## src/rtl/counter_sequencer.sv

```systemverilog
// counter_sequencer: runs one counting job on an attached load-and-add counter.
// Optional: define COUNTER_SEQ_AUTORELOAD_EN to repeat a finished job.
module counter_sequencer #(
  parameter int WIDTH = 8,
  parameter int DIVW  = 4
) (
  input  logic             clk,
  input  logic             rst,
  input  logic             cmd_valid,
  output logic             cmd_ready,
  input  logic [WIDTH-1:0] cmd_step,
  input  logic [WIDTH-1:0] cmd_limit,
  input  logic [DIVW-1:0]  cmd_div,
  input  logic             pause,
  input  logic             abort,
  input  logic [WIDTH-1:0] cnt_count,
  output logic             cnt_rst,
  output logic             cnt_ld,
  output logic [WIDTH-1:0] cnt_v,
  output logic             busy,
  output logic             done,
  output logic             ovf,
  output logic             err
);

  typedef enum logic [2:0] {
    S_IDLE,
    S_CLEAR,
    S_CHECK,
    S_RUN,
    S_DONE
  } state_e;

  state_e state_q, state_d;

  logic [WIDTH-1:0] step_q, step_d;
  logic [WIDTH-1:0] limit_q, limit_d;
  logic [WIDTH-1:0] prev_q, prev_d;
  logic [DIVW-1:0]  div_q, div_d;
  logic [DIVW-1:0]  presc_q, presc_d;
  logic             ovf_q, ovf_d;
  logic             err_q, err_d;

  // State and job registers; reset returns straight to idle.
  always_ff @(posedge clk or negedge rst) begin
    if (!rst) begin
      state_q <= S_IDLE;
      step_q  <= '0;
      limit_q <= '0;
      prev_q  <= '0;
      div_q   <= '0;
      presc_q <= '0;
      ovf_q   <= 1'b0;
      err_q   <= 1'b0;
    end else begin
      state_q <= state_d;
      step_q  <= step_d;
      limit_q <= limit_d;
      prev_q  <= prev_d;
      div_q   <= div_d;
      presc_q <= presc_d;
      ovf_q   <= ovf_d;
      err_q   <= err_d;
    end
  end

  // Next-state and strobe logic; abort outranks pause and step checks.
  always_comb begin
    state_d   = state_q;
    step_d    = step_q;
    limit_d   = limit_q;
    prev_d    = prev_q;
    div_d     = div_q;
    presc_d   = presc_q;
    ovf_d     = ovf_q;
    err_d     = err_q;
    cmd_ready = 1'b0;
    cnt_rst   = 1'b0;
    cnt_ld    = 1'b0;
    done      = 1'b0;
    unique case (state_q)
      S_IDLE: begin
        cmd_ready = 1'b1;
        if (cmd_valid) begin
          step_d  = cmd_step;
          limit_d = cmd_limit;
          div_d   = cmd_div;
          ovf_d   = 1'b0;
          err_d   = 1'b0;
          state_d = S_CLEAR;
        end
      end
      S_CLEAR: begin
        cnt_rst = 1'b1;
        prev_d  = '0;
        if (abort) begin
          err_d   = 1'b1;
          state_d = S_DONE;
        end else if (step_q == '0 && limit_q != '0) begin
          err_d   = 1'b1;
          state_d = S_DONE;
        end else begin
          state_d = S_CHECK;
        end
      end
      S_CHECK: begin
        if (abort) begin
          err_d   = 1'b1;
          state_d = S_DONE;
        end else if (cnt_count < prev_q) begin
          ovf_d   = 1'b1;
          state_d = S_DONE;
        end else if (cnt_count >= limit_q) begin
          state_d = S_DONE;
        end else begin
          prev_d  = cnt_count;
          presc_d = div_q;
          state_d = S_RUN;
        end
      end
      S_RUN: begin
        if (abort) begin
          err_d   = 1'b1;
          state_d = S_DONE;
        end else if (!pause) begin
          if (presc_q != '0) begin
            presc_d = presc_q - DIVW'(1);
          end else begin
            cnt_ld  = 1'b1;
            state_d = S_CHECK;
          end
        end
      end
      S_DONE: begin
        done = 1'b1;
`ifdef COUNTER_SEQ_AUTORELOAD_EN
        if (!ovf_q && !err_q) begin
          state_d = S_CLEAR;
        end else begin
          state_d = S_IDLE;
        end
`else
        state_d = S_IDLE;
`endif
      end
      default: begin
        state_d = S_IDLE;
      end
    endcase
  end

  assign busy  = (state_q != S_IDLE);
  assign cnt_v = busy ? step_q : '0;
  assign ovf   = ovf_q;
  assign err   = err_q;

endmodule

```

## config.mk

```make
export PLATFORM = sky130hd
export DESIGN_NAME = counter_sequencer
export DESIGN_NICKNAME = d
export VERILOG_FILES = /design/src/rtl/counter_sequencer.sv
export SDC_FILE = /design/constraint.sdc
export NUM_CORES = 1
export LEC_CHECK = 0
export ABC_AREA = 1
export ABC_CLOCK_PERIOD_IN_PS = 2200
export CAP_MARGIN = 10
export CORE_ASPECT_RATIO = 1.2
export CORE_MARGIN = 3
export CORE_UTILIZATION = 51
export CTS_CLUSTER_DIAMETER = 50
export CTS_CLUSTER_SIZE = 12
export DETAILED_ROUTE_END_ITERATION = 6
export PLACE_DENSITY = 0.76
export RECOVER_POWER = 100
export SETUP_SLACK_MARGIN = 0.05
export SLEW_MARGIN = 40
export SYNTH_ARGS = -nofsm -noshare
export SYNTH_HDL_FRONTEND = slang
export SYNTH_SLANG_ARGS = --single-unit
```

## constraint.sdc

```tcl
create_clock -name clk -period 2.2 [get_ports clk]
set_input_delay 0.22 -clock clk [delete_from_list [all_inputs] [get_ports clk]]
set_output_delay 0.22 -clock clk [all_outputs]
set_load 0.05 [all_outputs]
```

Word level (Yosys, flattened, before mapping)
Cells that the tools add are included.
{"block": "totals", "reg_bits": 37, "input_bits": 33}
{"block": "classes", "n_addsub": 1, "n_lt_le_gt_ge": 2, "n_eq_ne": 16, "muxes": 37, "reduce_logical": 17}
{"operator": "2-to-1 mux 8 bit", "count": 4}
{"operator": "2-to-1 mux 3 bit", "count": 9}
{"operator": "2-to-1 mux 4 bit", "count": 6}
{"operator": "!= test 2 bit, second input constant", "count": 8}
{"operator": "case mux 8 bit (2 select lines)", "count": 1}
{"operator": "2-to-1 mux 1 bit", "count": 13}
{"operator": "case mux 3 bit (4 select lines)", "count": 1}
{"operator": "AND reduction 4 bit", "count": 3}
{"operator": "!= test 3 bit, second input constant", "count": 3}
{"operator": ">= comparator 8 bit", "count": 1}
{"operator": "logical NOT 8 bit", "count": 1}
{"operator": "less-than comparator 8 bit", "count": 1}
{"operator": "case mux 4 bit (2 select lines)", "count": 1}
{"operator": "nonzero test 8 bit", "count": 1}
{"operator": "AND reduction 7 bit", "count": 1}
{"operator": "equality test 3 x 2 -> 1 bit, second input constant", "count": 2}
{"operator": "nonzero test 2 bit", "count": 3}
{"operator": "nonzero test 3 bit", "count": 2}
{"operator": "nonzero test 4 bit", "count": 1}
{"operator": "subtractor 4 x 1 -> 4 bit, second input constant", "count": 1}
{"operator": "equality test 3 x 1 -> 1 bit, second input constant", "count": 1}
{"operator": "equality test 3 bit, second input constant", "count": 1}
{"operator": "logical NOT 3 bit", "count": 1}
{"operator": "case mux 1 bit (3 select lines)", "count": 1}
{"operator": "6 further kinds", "count": 6}

Longest topological paths before layout
{"block": "depth", "depth_word": 5, "ltp_mapped": 12}

Worst setup path before layout
OpenSTA, ideal clock, no wires.
{"block": "synth_path", "path_kind": "register -> output", "start": "reg presc_q[0]", "end": "out cnt_ld", "arrival_time_ns": 1.903, "slack_ns": 0.077, "path_stages_with_launch": 7, "n_path_buf": 0, "path_cell_list": "dfrtp_1 > inv_1 > ha_1 > inv_1 > nor2_1 > nand2_1 > nor3_1"}
{"block": "synth_via", "elab_chain_len": 5}
{"item": "start: declaration", "line_no": "40", "rtl": "logic [DIVW-1:0] presc_q, presc_d;"}
{"item": "start signal: assignment", "line_no": "61", "rtl": "presc_q <= presc_d;"}
{"item": "nonzero test 4 bit", "line_no": "126", "rtl": "if (presc_q != '0) begin"}
{"item": "2-to-1 mux 1 bit", "line_no": "126"}
{"item": "2-to-1 mux 1 bit", "line_no": "125", "rtl": "end else if (!pause) begin"}
{"item": "2-to-1 mux 1 bit", "line_no": "122", "rtl": "if (abort) begin"}
{"item": "2-to-1 mux 1 bit", "line_no": "81", "rtl": "unique case (state_q)"}
{"item": "end: declaration", "line_no": "18", "rtl": "output logic cnt_ld,"}
No other way between the ends.

Final worst setup path
{"block": "layout_path", "start": "reg state_q[1]", "end": "out cmd_ready"}
{"block": "layout_via", "elab_chain_len": 2}
{"item": "start: declaration", "line_no": "34", "rtl": "state_e state_q, state_d;"}
{"item": "start signal: assignment", "line_no": "56", "rtl": "state_q <= state_d;"}
{"item": "logical NOT 3 bit", "line_no": "81"}
{"item": "2-to-1 mux 1 bit", "line_no": "81"}
{"item": "end: declaration", "line_no": "10", "rtl": "output logic cmd_ready,"}
No other way between the ends.

==> impl_metrics.ini <==
[status]
status = complete, no violations

[timing]
fmax_ghz = 0.507
fin_worst_hold_slack_ns = 0.472
setup_viol = 0
finalCritPeriodShare_pct = 89.7
max_slew_margin_pct = 37.7
fin_ws_ns = 0.227
report.final.slew_viol_count = 0
fin_crit_ns = 1.97
hold_violations = 0
fin_skew_ns = 0.00389
tightest_slew_ns = 0.935
fin_tns_setup_ns = 0
rsz0062_at_grt = false

[cells_and_area]
antenna_cells = 0
final.fill_count = 341
fin_cells = 397
post_route_cells_drive_above_1_share_pct = 8.75
nets = 391
area_delta_synth_final_pct = 28.3

[clocking]
cts_buffers = 5
clock-root-buffer = clkbuf_8
path_clk_slew_ns = 0.07
numClockSinks = 37
clock_path_buffers = 2
cts_setup_buffers = 0
clock_latency_ns = 0.28
h-tree-depth = 2
cts_tree = done
cts_resized = 0
hold_buffers = 0

[synth]
synthSimpleGateAreaFrac_pct = 31.8
synth-edff-count = 0
postSynthCellCount = 289
synth_xor_area_share_pct = 0.400
synth_top_family_by_area = simple AND/OR/NAND/NOR gates
synthAdderAreaFrac_pct = 9.15
synth.distinct_cells = 23
muxShareOfSynthArea_pct = 0
yosys_warnings = 0
synth-compound-area-share_pct = 6.58
synthArstFlopShare_pct = 100
synth_nets = 338
post_synth.cell_area_avg_sq_um = 7.57
ys.flop_type = dfrtp_1
synth_seq_area_share_pct = 42.3
synthesis.area_sq_um = 2190
synth_seq_cells = 37

[power]
seq_power_share_pct = 28.7
swShare_pct = 46.8
combPwrFrac_pct = 53.3
clockPowerShare_pct = 18.0
internal_power_w = 0.00203
ir_drop_v = 0.00121
p_sw_w = 0.00179
p_leak_nw = 1.45
p_per_area_nw_per_um2 = 1360

[placed_design]
detailed_place_hpwl_um = 3550
gp_congestion = 0.807
placedCellCount = 389
place_ws_ns = 0.140
port_buffers = 47

[critical_path]
worstPathCellList = nor2_1 -> clkinv_1 -> nor2_1 -> clkbuf_2 -> clkbuf_2
cp_num_buf_inv = 3
cp-end-kind = primary output
cp.required_ns = 1.98
start_kind = flop
slowest_delay_ns = 0.43
critPathTopFamily = buffers and inverters
path_max_fanout = 10
cpMaxStageDelayCell = dfrtp_1
path_class = reg2out
arrival_ns = 1.75

[floorplan]
rows = 25
start_util_pct = 54.2
die_w_um = 65.8
design.core.area_sq_um = 4040
die_area_sq_um = 5120
ios = 48
dieHeight_um = 77.8

[drt]
ant_nets = 0
met1_length_um = 2120
wl_met3_um = 214
wl_per_cell_um = 11.7
met2_length_um = 2220
drc_errors = 0
vias = 1940
wl_um = 4630
first_iter_violations = 133
vias_per_cell = 4.89
top_layer = met4
dr.pass1.iters = 4

[global_route]
grt_pass1_vias = 1910
grt_overflow_total = 0
grt_max_degree = 38
grtUsageTotal_pct = 20.1
antenna_found_initial = 0
grt_first_pass_wirelength_um = 8160

[worst_hold_path]
hold_path.class = in2reg

[flow_run]
maxCapViolCount = 0
## state kept, by name, indices dropped and copies added (netlist names)
register and cells:
div_q 4, err 1, limit_q 8, ovf 1
presc_q 4, prev_q 8, state_q 3, step_q 8
## metal layers
layer | vias to the layer above | track usage [%]
li1 | 1020 | -
met1 | 876 | 26.5
met2 | 38 | 33.4
met3 | 6 | 3.91
met4 | 0 | 5.60
met5 | - | 0
## final cells by class
| type | count | area (sq um) | area share [%] |
|---|---|---|---|
| Inverter | 46 | 173 | 6.15 |
| Clock buffer | 5 | 68.8 | 2.45 |
| Sequential cell | 37 | 926 | 33.0 |
| Tap cell | 54 | 67.6 | 2.41 |
| Clock inverter | 3 | 65.1 | 2.32 |
| Timing Repair Buffer | 53 | 470 | 16.8 |
| Multi-Input combinational cell | 199 | 1040 | 36.9 |
## path summary, 6_finish.rpt
path / slack, ns / cells after the start / startpoint / to
min in group asynchronous: 0.59 / 2 / rst / state_q[1]$_DFFE_PN0P_
min: 0.47 / 3 / cmd_div[2] / div_q[2]$_DFFE_PN0P_
max in group asynchronous: 1.02 / 2 / rst / limit_q[7]$_DFFE_PN0P_
min reg2reg: 0.47 / 2 / err$_DFFE_PN0P_ / err$_DFFE_PN0P_
max: 0.23 / 5 / state_q[1]$_DFFE_PN0P_ / cmd_ready
max reg2reg: 0.46 / 11 / limit_q[3]$_DFFE_PN0P_ / state_q[2]$_DFFE_PN0P_
## power by group through the flow
stage / sequential, W / clock [W] / combinational, W
after floorplan: 0.00112 / 0 / 0.00154
after global placement: 0.00111 / 0 / 0.00213
after detailed placement: 0.00111 / 0 / 0.00216
after CTS: 0.00110 / 0.000702 / 0.00218
after global routing: 0.00113 / 0.000730 / 0.00229
final: 0.00110 / 0.000690 / 0.00204
## worst reg2reg max path, cell delays in order (launching register included)
cell and delay [ns]:
dfrtp_1 0.36, inv_1 0.09, ha_1 0.24, nand2_1 0.09
nor2_1 0.05, nor2_1 0.08, nand2_1 0.09, a21oi_4 0.16
clkbuf_2 0.23, nand2_1 0.09, nand2_1 0.06, o211ai_1 0.07
## through the flow
| step | power, W | util [%] | cell area (sq um) |
|---|---|---|---|
| after floorplan | 0.00266 | - | 2190 |
| after global placement | 0.00324 | 67.6 | 2730 |
| after detailed placement | 0.00328 | 67.6 | 2730 |
| after CTS | 0.00398 | 70.9 | 2860 |
| after global routing | 0.00415 | 69.6 | 2810 |
| final | 0.00382 | 69.6 | 2810 |
## kinds of logic (layout without fill, tap and decap cells)
group                      after synthesis  in the layout
adders and majority gates               16             16
DFF                                     37             37
and+or+nand+nor                        156            156
xor gates and xnor gates                 1              1
AOI/OAI and AO/OA                       26             26
buffers and inverters                   53            107
## Yosys cell counts (2+ instances only)
cell | number | area share [%]
inv_1 | 43 | 7.4
nor2_2 | 2 | 0.57
buf_2 | 5 | 1.1
nand4_1 | 13 | 3.7
dfrtp_1 | 37 | 42
o21ai_0 | 20 | 4.6
nand3_1 | 19 | 4.3
ha_1 | 16 | 9.1
nand2_1 | 88 | 15
nor3_1 | 2 | 0.46
nor2_1 | 27 | 4.6
a21oi_1 | 4 | 0.91
inv_2 | 3 | 0.51
## cell usage in the layout, fill, tap and decap left out, types with 3 or more instances in the layout
master,synthesis,routed
nand2_1,88,88
o21ai_0,20,20
clkdlybuf4s50_1,0,30
ha_1,16,16
nand3_1,19,19
nand4_1,13,13
buf_4,0,3
clkbuf_8,0,5
a21oi_1,4,4
inv_1,43,44
dfrtp_1,37,37
dlygate4sd3_1,0,4
nor2_1,27,30
clkbuf_2,0,12
(Power assumes the default switching activity.)
